## config.mk

```make
export PLATFORM = sky130hd
export DESIGN_NAME = csr_trap_unit
export DESIGN_NICKNAME = d
export VERILOG_FILES = /design/src/rtl/csr_pkg.sv /design/src/rtl/csr_irq_sync.sv /design/src/rtl/csr_trap_unit.sv
export SDC_FILE = /design/constraint.sdc
export NUM_CORES = 1
export LEC_CHECK = 0
export CELL_PAD_IN_SITES_DETAIL_PLACEMENT = 1
export CELL_PAD_IN_SITES_GLOBAL_PLACEMENT = 2
export CORE_MARGIN = 2
export CORE_UTILIZATION = 34
export CTS_CLUSTER_SIZE = 10
export DETAILED_ROUTE_END_ITERATION = 10
export PLACE_DENSITY = 0.79
export SLEW_MARGIN = 20
export SYNTH_ARGS = -nofsm -noshare
export SYNTH_HDL_FRONTEND = slang
export SYNTH_HIERARCHICAL = 1
export SYNTH_SLANG_ARGS = --single-unit
```

## constraint.sdc

```tcl
create_clock -name clk -period 3.66 [get_ports clk]
set_clock_uncertainty 0.15 [all_clocks]
set_input_delay 0.549 -clock clk [delete_from_list [all_inputs] [get_ports clk]]
set_output_delay 0.549 -clock clk [all_outputs]
set_load 0.1 [all_outputs]
```

## src/rtl/csr_pkg.sv

```systemverilog
// csr_pkg: CSR addresses, operation/state enums and interrupt cause encodings for csr_trap_unit
package csr_pkg;
  localparam logic [11:0] CSR_MSTATUS   = 12'h300;
  localparam logic [11:0] CSR_MIE       = 12'h304;
  localparam logic [11:0] CSR_MTVEC     = 12'h305;
  localparam logic [11:0] CSR_MSCRATCH  = 12'h340;
  localparam logic [11:0] CSR_MEPC      = 12'h341;
  localparam logic [11:0] CSR_MCAUSE    = 12'h342;
  localparam logic [11:0] CSR_MIP       = 12'h344;
  localparam logic [11:0] CSR_MCYCLE    = 12'hB00;
  localparam logic [11:0] CSR_MINSTRET  = 12'hB02;
  localparam logic [11:0] CSR_MCYCLEH   = 12'hB80;
  localparam logic [11:0] CSR_MINSTRETH = 12'hB82;
  localparam int MSTATUS_MIE  = 3;
  localparam int MSTATUS_MPIE = 7;
  localparam logic [4:0] CAUSE_MTI   = 5'd7;
  localparam logic [4:0] CAUSE_MEI   = 5'd11;
  localparam logic [4:0] CAUSE_LOCAL = 5'd16;
  typedef enum logic [1:0] {CSR_NONE, CSR_WRITE, CSR_SET, CSR_CLEAR} csr_op_e;
  typedef enum logic {RUN, REDIRECT} state_e;
  // mip bit (and cause code) for interrupt line k
  function automatic logic [4:0] irq_bit(input int k);
    return k == 0 ? CAUSE_MTI : k == 1 ? CAUSE_MEI : CAUSE_LOCAL + 5'(k - 2);
  endfunction
endpackage

```

## src/rtl/csr_irq_sync.sv

```systemverilog
// csr_irq_sync: 2-flop synchronisers for the irq lines, mip mapping and fixed-priority cause encoder
module csr_irq_sync
  import csr_pkg::*;
#(
  parameter int XLEN    = 32,
  parameter int NUM_IRQ = 2
) (
  input  logic               clk,
  input  logic               reset,
  input  logic [NUM_IRQ-1:0] irq_i,
  input  logic [XLEN-1:0]    mie_i,
  output logic [XLEN-1:0]    mip_o,
  output logic               irq_valid_o,
  output logic [4:0]         cause_o
);
  logic [NUM_IRQ-1:0] meta_q, sync_q;
  logic [XLEN-1:0] pend;
  always_ff @(posedge clk or negedge reset)
    if (!reset) begin
      meta_q <= '0;
      sync_q <= '0;
    end else begin
      meta_q <= irq_i;
      sync_q <= meta_q;
    end
  always_comb begin
    mip_o = '0;
    for (int k = 0; k < NUM_IRQ; k++) mip_o[irq_bit(k)] = sync_q[k];
  end
  assign pend        = mip_o & mie_i;
  assign irq_valid_o = |pend;
  // later assignments win: locals scanned high-to-low, then MTI, then MEI on top
  always_comb begin
    cause_o = '0;
    for (int k = NUM_IRQ - 1; k >= 2; k--) if (pend[irq_bit(k)]) cause_o = irq_bit(k);
    if (pend[CAUSE_MTI]) cause_o = CAUSE_MTI;
    if (pend[CAUSE_MEI]) cause_o = CAUSE_MEI;
  end
endmodule

```

## src/rtl/csr_trap_unit.sv

```systemverilog
// csr_trap_unit: machine-mode CSR file with registered trap/MRET redirect sequencer.
// Define CSR_COUNTERS_EN to add the 64-bit mcycle/minstret counters.
module csr_trap_unit
  import csr_pkg::*;
#(
  parameter int              XLEN      = 32,
  parameter int              NUM_IRQ   = 2,
  parameter logic [XLEN-1:0] RESET_VEC = '0
) (
  input  logic               clk,
  input  logic               reset,
  input  logic [1:0]         csr_op,
  input  logic [11:0]        csr_addr,
  input  logic [XLEN-1:0]    csr_wdata,
  output logic [XLEN-1:0]    csr_rdata,
  output logic               csr_illegal,
  input  logic [XLEN-1:0]    pc_i,
  input  logic               instr_retire,
  input  logic               is_mret,
  input  logic [NUM_IRQ-1:0] irq_i,
  output logic               trap_taken,
  output logic [XLEN-1:0]    trap_pc
);
  state_e state_q, state_d;
  logic st_mie_q, st_mie_d, st_mpie_q, st_mpie_d;
  logic [XLEN-1:0] mie_q, mie_d, mtvec_q, mtvec_d, mscratch_q, mscratch_d;
  logic [XLEN-1:0] mepc_q, mepc_d, mcause_q, mcause_d, trap_pc_q, trap_pc_d;
  logic [XLEN-1:0] mip, rd, wval, vec_pc;
  logic [4:0] cause;
  logic irq_valid, irq_take, mret_take, hit, wr;
  csr_irq_sync #(.XLEN(XLEN), .NUM_IRQ(NUM_IRQ)) u_sync (
    .clk(clk), .reset(reset), .irq_i(irq_i), .mie_i(mie_q),
    .mip_o(mip), .irq_valid_o(irq_valid), .cause_o(cause)
  );
`ifdef CSR_COUNTERS_EN
  logic [63:0] mcycle_q, mcycle_d, minstret_q, minstret_d, cyc_inc, ret_inc;
`else
  logic unused_retire;
  assign unused_retire = instr_retire;
`endif
  always_comb begin
    rd  = '0;
    hit = 1'b1;
    case (csr_addr)
      CSR_MSTATUS:   rd = XLEN'({st_mpie_q, 3'b000, st_mie_q, 3'b000});
      CSR_MIE:       rd = mie_q;
      CSR_MTVEC:     rd = mtvec_q;
      CSR_MSCRATCH:  rd = mscratch_q;
      CSR_MEPC:      rd = mepc_q;
      CSR_MCAUSE:    rd = mcause_q;
      CSR_MIP:       rd = mip;
`ifdef CSR_COUNTERS_EN
      CSR_MCYCLE:    rd = XLEN'(mcycle_q[31:0]);
      CSR_MCYCLEH:   rd = XLEN'(mcycle_q[63:32]);
      CSR_MINSTRET:  rd = XLEN'(minstret_q[31:0]);
      CSR_MINSTRETH: rd = XLEN'(minstret_q[63:32]);
`endif
      default:       hit = 1'b0;
    endcase
  end
  assign csr_illegal = csr_op != CSR_NONE && !hit;
  assign csr_rdata   = csr_op == CSR_NONE ? '0 : rd;
  assign irq_take    = irq_valid && st_mie_q && state_q == RUN;
  assign mret_take   = is_mret && state_q == RUN && !irq_take;
  // a taken interrupt suppresses the commit-stage instruction's CSR write
  assign wr     = csr_op != CSR_NONE && hit && !irq_take;
  assign wval   = csr_op == CSR_WRITE ? csr_wdata : csr_op == CSR_SET ? rd | csr_wdata : rd & ~csr_wdata;
  assign vec_pc = (mtvec_q & ~XLEN'(3)) + (mtvec_q[1:0] == 2'b01 ? XLEN'(cause) << 2 : '0);
  always_comb begin
    state_d    = irq_take || mret_take ? REDIRECT : RUN;
    trap_pc_d  = irq_take ? vec_pc : mret_take ? mepc_q : trap_pc_q;
    st_mie_d   = irq_take ? 1'b0 : mret_take ? st_mpie_q : wr && csr_addr == CSR_MSTATUS ? wval[MSTATUS_MIE] : st_mie_q;
    st_mpie_d  = irq_take ? st_mie_q : mret_take ? 1'b1 : wr && csr_addr == CSR_MSTATUS ? wval[MSTATUS_MPIE] : st_mpie_q;
    mie_d      = wr && csr_addr == CSR_MIE ? wval : mie_q;
    mtvec_d    = wr && csr_addr == CSR_MTVEC ? wval : mtvec_q;
    mscratch_d = wr && csr_addr == CSR_MSCRATCH ? wval : mscratch_q;
    mepc_d     = irq_take ? pc_i & ~XLEN'(3) : wr && csr_addr == CSR_MEPC ? wval & ~XLEN'(3) : mepc_q;
    mcause_d   = irq_take ? {1'b1, (XLEN-1)'(cause)} : wr && csr_addr == CSR_MCAUSE ? wval : mcause_q;
  end
`ifdef CSR_COUNTERS_EN
  assign cyc_inc = mcycle_q + 64'd1;
  assign ret_inc = minstret_q + 64'(instr_retire && !irq_take);
  assign mcycle_d   = {wr && csr_addr == CSR_MCYCLEH ? wval[31:0] : cyc_inc[63:32],
                       wr && csr_addr == CSR_MCYCLE ? wval[31:0] : cyc_inc[31:0]};
  assign minstret_d = {wr && csr_addr == CSR_MINSTRETH ? wval[31:0] : ret_inc[63:32],
                       wr && csr_addr == CSR_MINSTRET ? wval[31:0] : ret_inc[31:0]};
  always_ff @(posedge clk or negedge reset)
    if (!reset) begin
      mcycle_q   <= '0;
      minstret_q <= '0;
    end else begin
      mcycle_q   <= mcycle_d;
      minstret_q <= minstret_d;
    end
`endif
  always_ff @(posedge clk or negedge reset)
    if (!reset) begin
      state_q    <= RUN;
      trap_pc_q  <= '0;
      st_mie_q   <= 1'b0;
      st_mpie_q  <= 1'b0;
      mie_q      <= '0;
      mtvec_q    <= RESET_VEC;
      mscratch_q <= '0;
      mepc_q     <= '0;
      mcause_q   <= '0;
    end else begin
      state_q    <= state_d;
      trap_pc_q  <= trap_pc_d;
      st_mie_q   <= st_mie_d;
      st_mpie_q  <= st_mpie_d;
      mie_q      <= mie_d;
      mtvec_q    <= mtvec_d;
      mscratch_q <= mscratch_d;
      mepc_q     <= mepc_d;
      mcause_q   <= mcause_d;
    end
  assign trap_taken = state_q == REDIRECT;
  assign trap_pc    = trap_pc_q;
endmodule

```

==> results.py, run 1 <==
metrics = {
    "drt": {
        "viasPerCell": 5.68,
        "wire_per_inst_um": 23.0,
        "drt_iter0_drc": 702,
        "detail-route-antenna-nets": 0,
        "num_vias": 9860,
        "finalWirelength_um": 40000,
        "drt-pass1-iter-count": 5,
        "drc": 0,
    },
    "timing": {
        "worstMarginPinSlew_ns": 0.990,
        "final.min_clock_period_ns": 3.60,
        "fmax_ghz": 0.278,
        "finalHoldViolations": 0,
        "slew_headroom_pct": 33.8,
        "period_share_pct": 98.4,
        "setup_viol_count_final": 0,
        "drv_slew": 0,
        "rsz0062_at_grt": "yes",
    },
    "min_path": {
        "hold_path_class": "reg -> reg",
    },
    "placement": {
        "placed_area_um2": 13400,
        "globalplace.congestion": 0.837,
        "io_buffers": 144,
        "place_hpwl_um": 27400,
    },
    "finish": {
        "final_cell_area_um2": 14000,
        "area_growth_syn_to_layout_pct": 26.8,
        "final_util_pct": 44.1,
        "nets": 1413,
        "n_antenna_cell": 0,
        "drive_gt1_share_pct": 16.4,
    },
    "synth": {
        "syn_inst": 1199,
        "ys_seq_area_share_pct": 44.2,
        "synthDistinctLibCells": 68,
        "netlist_area_um2": 11000,
        "synth_top_area_cell": "dfrtp_1",
        "yosysMostFrequentCell": "dfrtp_1",
        "synth_top_area_share_pct": 44.2,
        "synth_area_per_cell_um2": 9.20,
        "async_flop_share_pct": 100,
        "ys_warn_count": 6,
        "synth_common_cells": "dfrtp_1, o21ai_0, nand2_1",
        "ys_ff_latch": 195,
        "synth_edf_count": 0,
        "ys.flop_type": "dfrtp_1",
        "synth_area_leaders": "dfrtp_1, o21ai_0, a22oi_1",
    },
    "setup_path": {
        "critPathArrivalTime_ns": 2.90,
        "start_kind": "primary input",
        "cp-end-kind": "primary output",
        "path_class": "in -> out",
        "cp.required_ns": 2.96,
        "cp_max_fo": 8,
        "rrSetupSlack_ns": 0.52,
    },
    "global_routing": {
        "grt_max_degree": 74,
        "antenna_found_initial": 0,
        "grt_pass1_wl_um": 62500,
        "grt_overflow": 0,
        "grt.total_usage_pct": 24.4,
        "grt_pass1_vias": 10500,
    },
    "pwr": {
        "power.density_nw_per_um2": 320,
        "p_total_uw": 4480,
        "p_leak_uw": 0.00554,
        "ir_drop_mv": 0.315,
    },
    "floorplanning": {
        "die_area_um2": 33900,
        "rows": 65,
        "die_x_um": 184,
        "coreArea_um2": 31700,
        "ios": 150,
        "start_util_pct": 34.8,
        "dieHeight_um": 184,
    },
    "cts": {
        "insertion_delay_ns": 0.44,
        "clock_sinks": 195,
        "clk_pin_slew_ns": 0.08,
        "tritoncts": "yes",
        "cts-root-buf": "clkbuf_16",
        "cts_buffer_depth": 2,
        "cts_buffers": 17,
        "htree_levels": 4,
    },
    "run": {
        "maxCapViolCount": 0,
    },
    "outcome": {
        "status": "complete, no violations",
    },
}
logic make-up (layout without fill, tap and decap cells):
| group | count (synthesis) | after routing | share of synthesized area (%) |
|---|---|---|---|
| fa+ha+maj | 7 | 7 | 0.839 |
| other cells | 2 | 33 | 0.0681 |
| buf+inv | 136 | 241 | 6.24 |
| mux | 59 | 59 | 5.67 |
| simple gates | 313 | 313 | 13.7 |
| flops | 195 | 195 | 44.2 |
| compound gates | 430 | 430 | 24.7 |
| xor+xnor | 57 | 57 | 4.53 |
power breakdown:
part | leakage, uW | total [uW] | switching, uW | internal, uW
logic | 0.00258 | 494 | 310 | 184
registers | 0.00270 | 2180 | 12.9 | 2170
clock network | 0.000264 | 1810 | 912 | 895
metal layers:
layer  vias up  share of wire [%]  GRT usage (%)
li1       4528                  -              -
met1      5034                 45           32.4
met2       252                 49           41.4
met3        46                4.9           3.77
met4         0                1.8           6.98
met5         -                  0              0
what timing repair did:
action | in CTS | in global routing
buffers inserted | 0 | 1
hold buffers | 1 | 0
hold endpoints to repair | 56 | 0
gates resized for setup | 1 | 3
pin swaps | 0 | 1
setup endpoints to repair | 3 | 21
cells in the final DEF, fill, tap and decap left out, types with 4 or more instances in the layout:
master,netlist,layout
mux2_2,28,28
a31oi_1,4,4
nor4_1,11,11
inv_6,0,6
a21oi_1,33,31
nor3_1,13,13
and2_1,7,8
nand3_1,13,13
o21ai_1,14,14
a221o_1,6,6
and4_1,4,4
buf_2,7,4
clkdlybuf4s50_1,0,106
xnor2_1,55,55
nor2_1,44,34
and3_1,5,5
o32ai_1,4,4
nand2b_1,6,6
a21o_1,4,4
nor3b_1,5,4
buf_4,35,49
nor2_2,1,9
o21ai_2,14,14
ha_1,5,5
o22ai_1,25,22
conb_1,2,33
nand2_1,151,151
dfrtp_1,195,195
a22o_1,8,8
inv_1,7,7
buf_12,0,42
nor2b_1,31,10
o21ai_0,178,178
a22oi_1,111,111
a211oi_1,7,7
nor2b_2,0,21
clkbuf_16,0,17
mux2i_1,31,31
path summary, 6_finish.rpt:
check,start,endpoint,cells after the start
worst max register to register,u_sync/sync_q[1],trap_pc[22],12
min in group asynchronous,reset,mie_q[0],2
worst min-delay path,u_sync/meta_q[0],u_sync/sync_q[0],0
worst min register to register,u_sync/meta_q[0],u_sync/sync_q[0],0
worst max-delay path,csr_addr[11],csr_rdata[16],7
max in group asynchronous,reset,mscratch_q[12],3
critical path, cell delays in order:
cell and delay [ns]:
clkdlybuf4s50_1 0.39, and4bb_2 0.34, nand3_1 0.41, o32ai_1 0.69
a21oi_1 0.16, nor2_2 0.17, buf_12 0.19
sequential cells by signal, summed over array words and instances (netlist names):
signal and flops:
trap_taken 1, trap_pc 30, mepc_q 30, u_sync/sync_q 2
mtvec_q 32, st_mpie_q 1, mscratch_q 32, mie_q 32
mcause_q 32, u_sync/meta_q 2, st_mie_q 1
final cells by class:
type | instances | area (um2)
inverters | 7 | 26.3
fillers | 3599 | 17700
repair buffers | 203 | 2310
clock inverters | 13 | 115
flip-flops and latches | 195 | 4880
multi-input cells | 899 | 5720
clock buffers | 18 | 429
well taps | 402 | 503
stage by stage:
| stage | setup TNS [ns] | instances | worst slack [ns] | hold slack [ns] |
|---|---|---|---|---|
| after CTS | 0 | 1736 | 0.0413 | 0.209 |
| after floorplan | -1.16 | 1230 | -0.244 | 0.103 |
| after detailed placement | -0.222 | 1704 | -0.0493 | 0.190 |
| after global routing | -0.0606 | 1737 | -0.0367 | 0.234 |
| after global placement | -0.0223 | 1704 | -0.00618 | 0.186 |
| final | 0 | 1737 | 0.0576 | 0.205 |
No activity file was read; power rests on OpenSTA's default activity.
==> run 2: changes to the inputs <==
CELL_PAD_IN_SITES_GLOBAL_PLACEMENT = 1   (was 2)
CORE_UTILIZATION = 43   (was 34)
PLACE_DENSITY = 0.8   (was 0.79)
==> run 2 against run 1 <==
Die area fell by 21%. Core utilization rose by 11 points. Cell count fell by 4.0%. Power rose by 4.2%. Critical path depth did not move. Clock-buffer cell count rose by 3. Sequential cell count did not move. Via count rose by 4.2%. Register-to-register slack improved by 0.02 ns. Cell area fell by 0.48%. Combinational power barely moved. Worst setup slack got worse by 0.019 ns. Highest routed layer unchanged.
==> results.py, run 2 (same netlist as run 1, synthesis figures left out) <==
metrics = {
    "global_routing": {
        "antenna_found_initial": 1,
        "grt_max_degree": 72,
        "grt_pass1_vias": 11000,
        "grt_pass1_wl_um": 61900,
        "grt.total_usage_pct": 30.3,
        "grt_overflow": 0,
    },
    "finish": {
        "drive_gt1_share_pct": 16.3,
        "nets": 1413,
        "final_cell_mix": "dfrtp_1, o21ai_0, nand2_1, a22oi_1, clkdlybuf4s50_1",
        "fillerInstances": 2809,
        "multiInputGateArea_um2": 5710,
        "final_common_cell": "dfrtp_1",
        "area_growth_syn_to_layout_pct": 26.2,
        "instances_no_fill": 1667,
        "seqCellArea_um2": 4880,
    },
    "setup_path": {
        "cp_slowest_cell": "or4b_1",
        "crit_chain": "clkdlybuf4s50_1, or4b_1, nor2_2, a22oi_1, o22ai_1, nor2b_2, buf_12",
        "slowest_delay_ns": 0.64,
        "critPathArrivalTime_ns": 2.92,
        "cp_max_fo": 5,
        "cp-end-kind": "primary output",
        "start_kind": "primary input",
        "cp_top_family": "simple AND/OR/NAND/NOR gates",
        "cp.required_ns": 2.96,
        "path_class": "in -> out",
        "critPathBufInv": 2,
    },
    "pwr": {
        "power.density_nw_per_um2": 335,
        "power.share.clock_pct": 42.6,
        "p_sw_share_pct": 26.5,
        "p_int_uw": 3430,
        "ir_drop_mv": 0.301,
        "seq_power_share_pct": 46.7,
        "p_total_uw": 4670,
        "power.switching_uw": 1230,
        "p_leak_uw": 0.00556,
        "p_comb_share_pct": 10.7,
    },
    "placement": {
        "io_buffers": 144,
        "globalplace.congestion": 0.852,
        "place_hpwl_um": 27300,
        "dpl.cell_count": 1633,
    },
    "cts": {
        "clock_sinks": 195,
        "cts_buffers": 17,
        "cts-root-buf": "clkbuf_16",
        "insertion_delay_ns": 0.46,
        "clk_pin_slew_ns": 0.08,
        "tritoncts": "yes",
        "cts_buffer_depth": 2,
        "cts_setup_buffers": 0,
        "htree_levels": 4,
    },
    "timing": {
        "setup_viol_count_final": 0,
        "final.min_clock_period_ns": 3.62,
        "period_share_pct": 98.9,
        "slew_headroom_pct": 34.2,
        "worstMarginPinSlew_ns": 0.984,
        "drv_slew": 0,
        "rsz0062_at_grt": "no",
        "fmax_ghz": 0.276,
        "finalHoldViolations": 0,
    },
    "floorplanning": {
        "start_util_pct": 43.8,
        "rows": 58,
        "dieHeight_um": 164,
        "die_area_um2": 27000,
        "ios": 150,
        "die_x_um": 164,
        "coreArea_um2": 25200,
    },
    "drt": {
        "drt_iter0_drc": 766,
        "wire_per_inst_um": 24.0,
        "detail-route-antenna-nets": 0,
        "finalWirelength_um": 40000,
        "drc": 0,
        "viasPerCell": 6.16,
        "drt-pass1-iter-count": 7,
        "num_vias": 10300,
    },
    "outcome": {
        "status": "complete, no violations",
    },
    "run": {
        "maxCapViolCount": 0,
    },
    "min_path": {
        "hold_path_class": "reg -> reg",
    },
}
## run 2: what timing repair did
| item | CTS | global route |
|---|---|---|
| resized for setup | 0 | 4 |
| hold endpoints to repair | 18 | 0 |
| endpoints found under the setup margin | 0 | 5 |
| hold buffers | 1 | 0 |
## run 2: power by group through the flow
| stage | Sequential, uW | Combinational, uW | Clock (uW) |
|---|---|---|---|
| after floorplan | 2240 | 233 | 0 |
| after global placement | 2220 | 473 | 0 |
| after detailed placement | 2220 | 489 | 0 |
| after CTS | 2180 | 493 | 2000 |
| after global routing | 2180 | 531 | 2090 |
| final | 2180 | 497 | 1990 |
## run 2: worst reg2reg max path, cell delays in order (launching register included)
cell and delay (ns):
dfrtp_1 0.42, and2_4 0.20, nand2b_4 0.19, and2_1 0.16, ha_1 0.21, fa_1 0.41, a21o_1 0.21, a21o_1 0.21
a21oi_1 0.15, buf_4 0.26, nor3_1 0.12, xnor2_1 0.21, o21ai_0 0.11
## run 2: area by class of cell
type / count / share of cell area [%]
tap: 330 / 2.97
multi-input combinational: 899 / 41.0
inverter: 7 / 0.189
timing repair buffer: 203 / 16.3
antenna: 1 / 0.0180
sequential: 195 / 35.1
clock buffer: 21 / 3.38
clock inverter: 11 / 1.01
## run 2: metrics by stage
step | area [um2] | hold WS, ns | worst slack [ns] | setup TNS [ns] | util, %
floorplan | 11200 | 0.103 | -0.244 | -1.16 | -
global placement | 13300 | 0.192 | 0.0411 | 0 | 52.7
detailed placement | 13300 | 0.206 | 0.0407 | 0 | 52.7
CTS | 13900 | 0.231 | 0.0170 | 0 | 55.2
global route | 13900 | 0.243 | 0.00488 | 0 | 55.3
finish | 13900 | 0.223 | 0.0386 | 0 | 55.3
## run 2: path summary, 6_finish.rpt
check                            startpoint               end  slack (ns)  cells after the start
setup / recovery                csr_addr[5]     csr_rdata[11]        0.04                      7
hold / removal             u_sync/meta_q[0]  u_sync/sync_q[0]        0.22                      0
setup reg to reg           u_sync/sync_q[1]       trap_pc[20]        0.54                     12
hold reg to reg            u_sync/meta_q[0]  u_sync/sync_q[0]        0.22                      0
max in group asynchronous             reset        mepc_q[10]        1.93                      3
min in group asynchronous             reset        trap_pc[5]        0.51                      2
## run 2: routing by layer
layer / up-vias / wire length [um] / track usage, %
li1: 4545 / - / -
met1: 5244 / 16600 / 39.6
met2: 409 / 19900 / 50.8
met3: 72 / 2460 / 5.08
met4: 0 / 981 / 10.4
met5: - / 0 / 0
==> edit 1 (settings of run 2) <==
`NUM_IRQ` is set to 2 in 2 places; all go to 4.
--- a/src/rtl/csr_irq_sync.sv
+++ b/src/rtl/csr_irq_sync.sv
@@ -3,7 +3,7 @@
   import csr_pkg::*;
 #(
   parameter int XLEN    = 32,
-  parameter int NUM_IRQ = 2
+  parameter int NUM_IRQ = 4
 ) (
   input  logic               clk,
   input  logic               reset,
--- a/src/rtl/csr_trap_unit.sv
+++ b/src/rtl/csr_trap_unit.sv
@@ -4,7 +4,7 @@
   import csr_pkg::*;
 #(
   parameter int              XLEN      = 32,
-  parameter int              NUM_IRQ   = 2,
+  parameter int              NUM_IRQ   = 4,
   parameter logic [XLEN-1:0] RESET_VEC = '0
 ) (
   input  logic               clk,
Ports: changed (resized irq_i); port bits go from 150 to 152. The function was not compared with the original's and may differ.
==> edit 1 against run 2 <==
Wire length is 1.7% higher. Cell area is 0.85% higher. Sequential share of layout area rose by 0.42 points. Sequential cell count grew 4. Worst setup slack better by 0.068 ns. Synthesized area up 0.85%. Register-to-register slack worse by 0.31 ns. Total power shrank 1.9%. Critical path depth up 1. Synthesized cell count is 0.33% higher. Combinational power about the same. Critical path type unchanged. Largest cell class unchanged.
==> edit 1: results (changes against run 2) <==
| Metric | Value |
|---|---|
| Run status | `complete, no violations` |
| Cells after DPL | `1,639 (+0.37%)` |
| All-layer global routing usage | `0.3107 (+0.008084)` |
| PortBufs | `146 (+1.4%)` |
| Synth area leaders | `dfrtp_1 (45%), o21ai_0 (8.0%), a22oi_1 (7.5%)` |
| Vias | `10,440 (+1.6%)` |
| First-pass GRT wire length | `63,640 um (+2.7%)` |
| Distinct cells, synth | `70 (+2.9%)` |
| Hold_ws | `0.2120 ns (-0.01074 ns)` |
| Largest net degree at the start of global routing | `75 (+4.2%)` |
| Vias in the first global route | `11,200 (+2.2%)` |
| Iter 0 DRT Violations | `829 (+8.2%)` |
| HPWL Detailed | `27,680 um (+1.4%)` |
| Initial antenna violation count | `0 (-1)` |
| Top cells by count, synth | `dfrtp_1 (199), o21ai_0 (178), nand2_1 (153)` |
| Post-Layout Cell Count | `1,672 (+0.30%)` |
| ANT cells | `0 (-1)` |
| Layout cells sized above 1 | `0.1632 (about the same)` |
| Critical Path Fanout Max | `14 (+9)` |
| Final setup margin | `0.1068 ns (+0.06822 ns)` |
| R2R Setup Slk | `0.23 ns (-0.31 ns)` |
| FILL cells | `2,802 (-0.25%)` |
| Share of the yosys chip area belonging to registers | `0.4476 (+0.005266)` |
| Final layout net count | `1,421 (+0.57%)` |
| Gpl congestion | `0.9151 (+7.5%)` |
| Cells after Synth | `1,203 (+0.33%)` |
| CP arrival | `2.85 ns (-0.07 ns)` |
| Slew headroom | `0.3406 (-0.001327)` |
| First-pass DRT Iterations | `5 (-2)` |
==> edit 1: per-layer routing <==
metal,track usage,vias up,part of all wire
li1,-,4566,-
met1,0.4099,5370,0.43
met2,0.5190,402,0.49
met3,0.04294,99,0.056
met4,0.1206,0,0.031
met5,0,-,0
==> edit 1: final timing paths <==
| path | from | end | cells after the start |
|---|---|---|---|
| max in group asynchronous | reset | mtvec_q[27] | 3 |
| max | csr_addr[5] | csr_rdata[5] | 8 |
| min in group asynchronous | reset | u_sync/meta_q[1] | 2 |
| min | u_sync/meta_q[3] | u_sync/sync_q[3] | 0 |
| min reg2reg | u_sync/meta_q[3] | u_sync/sync_q[3] | 0 |
| max reg2reg | u_sync/sync_q[1] | trap_pc[14] | 12 |
==> edit 1: cell families (layout without fill, tap and decap cells) <==
logic type / Yosys count / count (layout) / synth area share
flops: 199 / 199 / 0.4476
buf+inv: 131 / 242 / 0.05849
xor+xnor: 57 / 57 / 0.04488
other cells: 2 / 30 / 0.0006751
mux: 59 / 59 / 0.05624
compound gates: 433 / 433 / 0.2477
simple gates: 315 / 315 / 0.1361
fa+ha+maj: 7 / 7 / 0.008323
==> edit 1: final cells by class <==
class                           count  area share
Inverter                            7    0.001872
Tap cell                          330     0.02942
Clock inverter                     13    0.008737
Clock buffer                       19     0.03156
Timing Repair Buffer              203      0.1648
Sequential cell                   199      0.3548
Multi-Input combinational cell    901      0.4088
==> edit 1: where the power goes <==
part,internal [mW],total (mW),switching (mW)
Combinational,0.184,0.497,0.313
Clock,0.964,1.85,0.890
Sequential,2.21,2.23,0.0153
==> edit 1: worst max-delay path, stage by stage <==
cell	delay, ns
clkdlybuf4s50_1	0.49
or4_4	0.61
nor2_2	0.20
buf_12	0.19
a22oi_1	0.08
o22ai_1	0.25
nor2b_1	0.27
buf_12	0.21
==> edit 1: stage by stage <==
stage	power [mW]	utilization	area (um2)
global route	4.704	0.5541	14030
global placement	2.745	0.5302	13430
finish	4.578	0.5541	14030
CTS	4.582	0.5525	13990
floorplan	2.514	-	11300
detailed placement	2.757	0.5302	13430
==> edit 1: what timing repair did <==
item                                   in CTS  in global routing
gates resized for setup                     0                  8
setup endpoints to repair                   0                  9
endpoints found under the hold margin       0                  1
hold buffers                                0                  1
buffers inserted                            0                  0
==> edit 2 (flow settings as in run 2) <==
Without the edit above. Add an input register stage for `csr_op`, `csr_wdata`, `pc_i`, `is_mret` and `irq_i`, cleared by the reset; this delays them by one clock. The other inputs are not delayed to match.
--- a/src/rtl/csr_trap_unit.sv
+++ b/src/rtl/csr_trap_unit.sv
@@ -21,6 +21,29 @@
   output logic               trap_taken,
   output logic [XLEN-1:0]    trap_pc
 );
+
+  logic [1:0] csr_op_q;
+  logic [XLEN-1:0] csr_wdata_q;
+  logic [XLEN-1:0] pc_q;
+  logic is_mret_q;
+  logic [NUM_IRQ-1:0] irq_q;
+
+  always_ff @(posedge clk or negedge reset) begin
+    if (!reset) begin
+      csr_op_q    <= '0;
+      csr_wdata_q <= '0;
+      pc_q        <= '0;
+      is_mret_q   <= '0;
+      irq_q       <= '0;
+    end else begin
+      csr_op_q    <= csr_op;
+      csr_wdata_q <= csr_wdata;
+      pc_q        <= pc_i;
+      is_mret_q   <= is_mret;
+      irq_q       <= irq_i;
+    end
+  end
+
   state_e state_q, state_d;
   logic st_mie_q, st_mie_d, st_mpie_q, st_mpie_d;
   logic [XLEN-1:0] mie_q, mie_d, mtvec_q, mtvec_d, mscratch_q, mscratch_d;
@@ -29,7 +52,7 @@
   logic [4:0] cause;
   logic irq_valid, irq_take, mret_take, hit, wr;
   csr_irq_sync #(.XLEN(XLEN), .NUM_IRQ(NUM_IRQ)) u_sync (
-    .clk(clk), .reset(reset), .irq_i(irq_i), .mie_i(mie_q),
+    .clk(clk), .reset(reset), .irq_i(irq_q), .mie_i(mie_q),
     .mip_o(mip), .irq_valid_o(irq_valid), .cause_o(cause)
   );
 `ifdef CSR_COUNTERS_EN
@@ -58,13 +81,13 @@
       default:       hit = 1'b0;
     endcase
   end
-  assign csr_illegal = csr_op != CSR_NONE && !hit;
-  assign csr_rdata   = csr_op == CSR_NONE ? '0 : rd;
+  assign csr_illegal = csr_op_q != CSR_NONE && !hit;
+  assign csr_rdata   = csr_op_q == CSR_NONE ? '0 : rd;
   assign irq_take    = irq_valid && st_mie_q && state_q == RUN;
-  assign mret_take   = is_mret && state_q == RUN && !irq_take;
+  assign mret_take   = is_mret_q && state_q == RUN && !irq_take;
   // a taken interrupt suppresses the commit-stage instruction's CSR write
-  assign wr     = csr_op != CSR_NONE && hit && !irq_take;
-  assign wval   = csr_op == CSR_WRITE ? csr_wdata : csr_op == CSR_SET ? rd | csr_wdata : rd & ~csr_wdata;
+  assign wr     = csr_op_q != CSR_NONE && hit && !irq_take;
+  assign wval   = csr_op_q == CSR_WRITE ? csr_wdata_q : csr_op_q == CSR_SET ? rd | csr_wdata_q : rd & ~csr_wdata_q;
   assign vec_pc = (mtvec_q & ~XLEN'(3)) + (mtvec_q[1:0] == 2'b01 ? XLEN'(cause) << 2 : '0);
   always_comb begin
     state_d    = irq_take || mret_take ? REDIRECT : RUN;
@@ -74,7 +97,7 @@
     mie_d      = wr && csr_addr == CSR_MIE ? wval : mie_q;
     mtvec_d    = wr && csr_addr == CSR_MTVEC ? wval : mtvec_q;
     mscratch_d = wr && csr_addr == CSR_MSCRATCH ? wval : mscratch_q;
-    mepc_d     = irq_take ? pc_i & ~XLEN'(3) : wr && csr_addr == CSR_MEPC ? wval & ~XLEN'(3) : mepc_q;
+    mepc_d     = irq_take ? pc_q & ~XLEN'(3) : wr && csr_addr == CSR_MEPC ? wval & ~XLEN'(3) : mepc_q;
     mcause_d   = irq_take ? {1'b1, (XLEN-1)'(cause)} : wr && csr_addr == CSR_MCAUSE ? wval : mcause_q;
   end
 `ifdef CSR_COUNTERS_EN
Function: changed (a bounded check fails within 4 cycles, from zero or initial values and one cycle with reset low).
==> edit 2 against run 2 <==
Register-to-register slack better by 0.11 ns. Total power is 32% higher. Sequential cell count is 67 higher. Worst setup slack better by 0.0080 ns. Cell area is 15% higher. Synthesized area is 13% higher. Critical endpoint is now csr_rdata[29]. First-iteration DRC count is 32% higher. Wire length is 11% higher. Fmax is 0.22% higher.
==> edit 2: results (changes against run 2) <==
| Metric | Value |
|---|---|
| Run status | `complete, no violations` |
| Routed length on met1 | `18,110 um (+9.0%)` |
| Wire length on met3 | `2895 um (+18%)` |
| Worst reg2reg endpoint | `trap_pc[10]` |
| Top cells by count, synth | `dfrtp_1 (262), o21ai_1 (154), nand2_1 (145)` |
| Met1 usage | `0.3827 (-0.01318)` |
| P_leak | `6.575 nW (+18%)` |
| Storage cell area | `6556 um2 (+34%)` |
| Logic inverters | `20 (+13)` |
| Multi-input gates | `869 (-3.3%)` |
| Global routing usage on met2 | `0.4945 (-0.01347)` |
| HPWL Detailed | `29,880 um (+9.5%)` |
| Routed vias/inst | `6.102 (-0.96%)` |
| Worst skew pair latency | `0.57 ns (+0.11 ns)` |
| Distinct cells, synth | `67 (-1.5%)` |
| Wire per inst | `24.47 um (+2.1%)` |
| First-pass DRT Iterations | `6 (-1)` |
| CP arrival | `2.91 ns (about the same)` |
| Worst hold-check path type | `register to register` |
| Share of the yosys chip area belonging to registers | `0.5269 (+0.08452)` |
| Switching Share | `0.2413 (-0.02329)` |
| Initial antenna violation count | `0 (-1)` |
| FILL cells | `3,096 (+10%)` |
| CP startpoint | `csr_addr[2]` |
| Fmax | `276.7 MHz (+0.22%)` |
| Clk sinks | `262 (+34%)` |
| R2R Setup Slk | `0.65 ns (+0.11 ns)` |
| Hold_ws | `0.1996 ns (-0.02317 ns)` |
| Final layout net count | `1,510 (+6.9%)` |
| CTS H-tree lvls | `1 (-3)` |
| Maximum VDD drop | `417.6 uV (+39%)` |
| Layout cells sized above 1 | `0.1587 (-0.004432)` |
| Synth area leaders | `dfrtp_1 (53%), o21ai_1 (6.2%), nand2_1 (4.4%)` |
| Met3 global-route usage | `0.04309 (-0.007669)` |
| Total CTS buffers | `31 (+14)` |
| Non-CTS buffers | `236 (+16%)` |
| Worst Tran Pin Value | `1.009 ns (+0.02459 ns)` |
| Clock Buffer Count | `40 (+90%)` |
| Largest net degree at the start of global routing | `97 (+35%)` |
| Setup Buffers After CTS | `0 (unchanged)` |
| Critical Path Fanout Max | `7 (+2)` |
| Clock Tree Buf Depth | `3 (+1)` |
| Worst slack at placement | `0.07537 ns (+0.03468 ns)` |
| First-pass GRT wire length | `69,410 um (+12%)` |
| Gpl congestion | `0.8683 (+2.0%)` |
| Async S/R FF share, synth | `1.000 (unchanged)` |
| ANT cells | `1 (unchanged)` |
| Fraction of area in registers | `0.4102 (+0.05958)` |
| Worst-path clk slew | `0.05 ns (-0.03 ns)` |
| Critical Path Sink | `csr_rdata[29]` |
| Ys Warns | `6 (unchanged)` |
| Vias in the first global route | `12,020 (+9.6%)` |
| Clk cell area share | `0.05371 (+0.009830)` |
| Iter 0 DRT Violations | `1,014 (+32%)` |
| All-layer global routing usage | `0.2952 (-0.007411)` |
| Footprint of the multi-input gates | `5403 um2 (-5.4%)` |
| Placed Instance Area | `15,100 um2 (+14%)` |
| Met2 WL | `21,580 um (+8.4%)` |
| Layout non-clock buf frac | `0.1631 (-0.0002024)` |
## edit 2: cell count changes after synthesis, sizes merged, moves of 21 or more
cell,delta
a222oi,+21
a22oi,-65
dfrtp,+67
nand3,+24
nor2b,-27
o31a,+24
xnor2,-35
## edit 2: logic make-up (layout without fill, tap and decap cells)
family                   Yosys count  count (layout)  share of synthesized area
XOR/XNOR                          25              25                    0.01760
AND/OR/NAND/NOR                  331             331                     0.1296
AO/OA/AOI/OAI                    423             423                     0.2177
other                              2              34                  0.0006035
multiplexers                      51              51                    0.04243
adder cells (fa/ha/maj)            6               6                   0.006637
buffers and inverters            149             299                    0.05852
flip-flops                       262             262                     0.5269
## edit 2: worst max-delay path, cell delays in order
cell	delay, ns
clkdlybuf4s50_1	0.60
or3b_1	0.53
buf_4	0.24
o32ai_1	0.33
a222oi_1	0.27
nor2_2	0.20
buf_12	0.19
## edit 2: worst min path at each step
| stage | from | end | cells after the start |
|---|---|---|---|
| finish | irq_q[0] | u_sync/meta_q[0] | 0 |
| floorplan | reset | csr_op_q[0] | 0 |
| global route | irq_q[0] | u_sync/meta_q[0] | 0 |
| CTS | irq_q[0] | u_sync/meta_q[0] | 0 |
| detailed placement | irq_q[0] | u_sync/meta_q[0] | 0 |
| global placement | irq_q[1] | u_sync/meta_q[1] | 0 |
## edit 2: power by group through the flow
stage               logic (mW)  clock network, mW  registers [mW]
floorplan                0.196                  0            3.04
global placement         0.440                  0            3.03
detailed placement       0.450                  0            3.03
CTS                      0.454               2.77            2.98
global route             0.490               2.87            2.98
finish                   0.458               2.74            2.98
## edit 2: metrics by stage
stage            util  cells
2_1_floorplan       -   1280
3_3_place_gp   0.5274   1770
3_5_place_dp   0.5274   1770
4_1_cts        0.5577   1814
5_1_grt        0.5582   1814
6_report       0.5583   1815
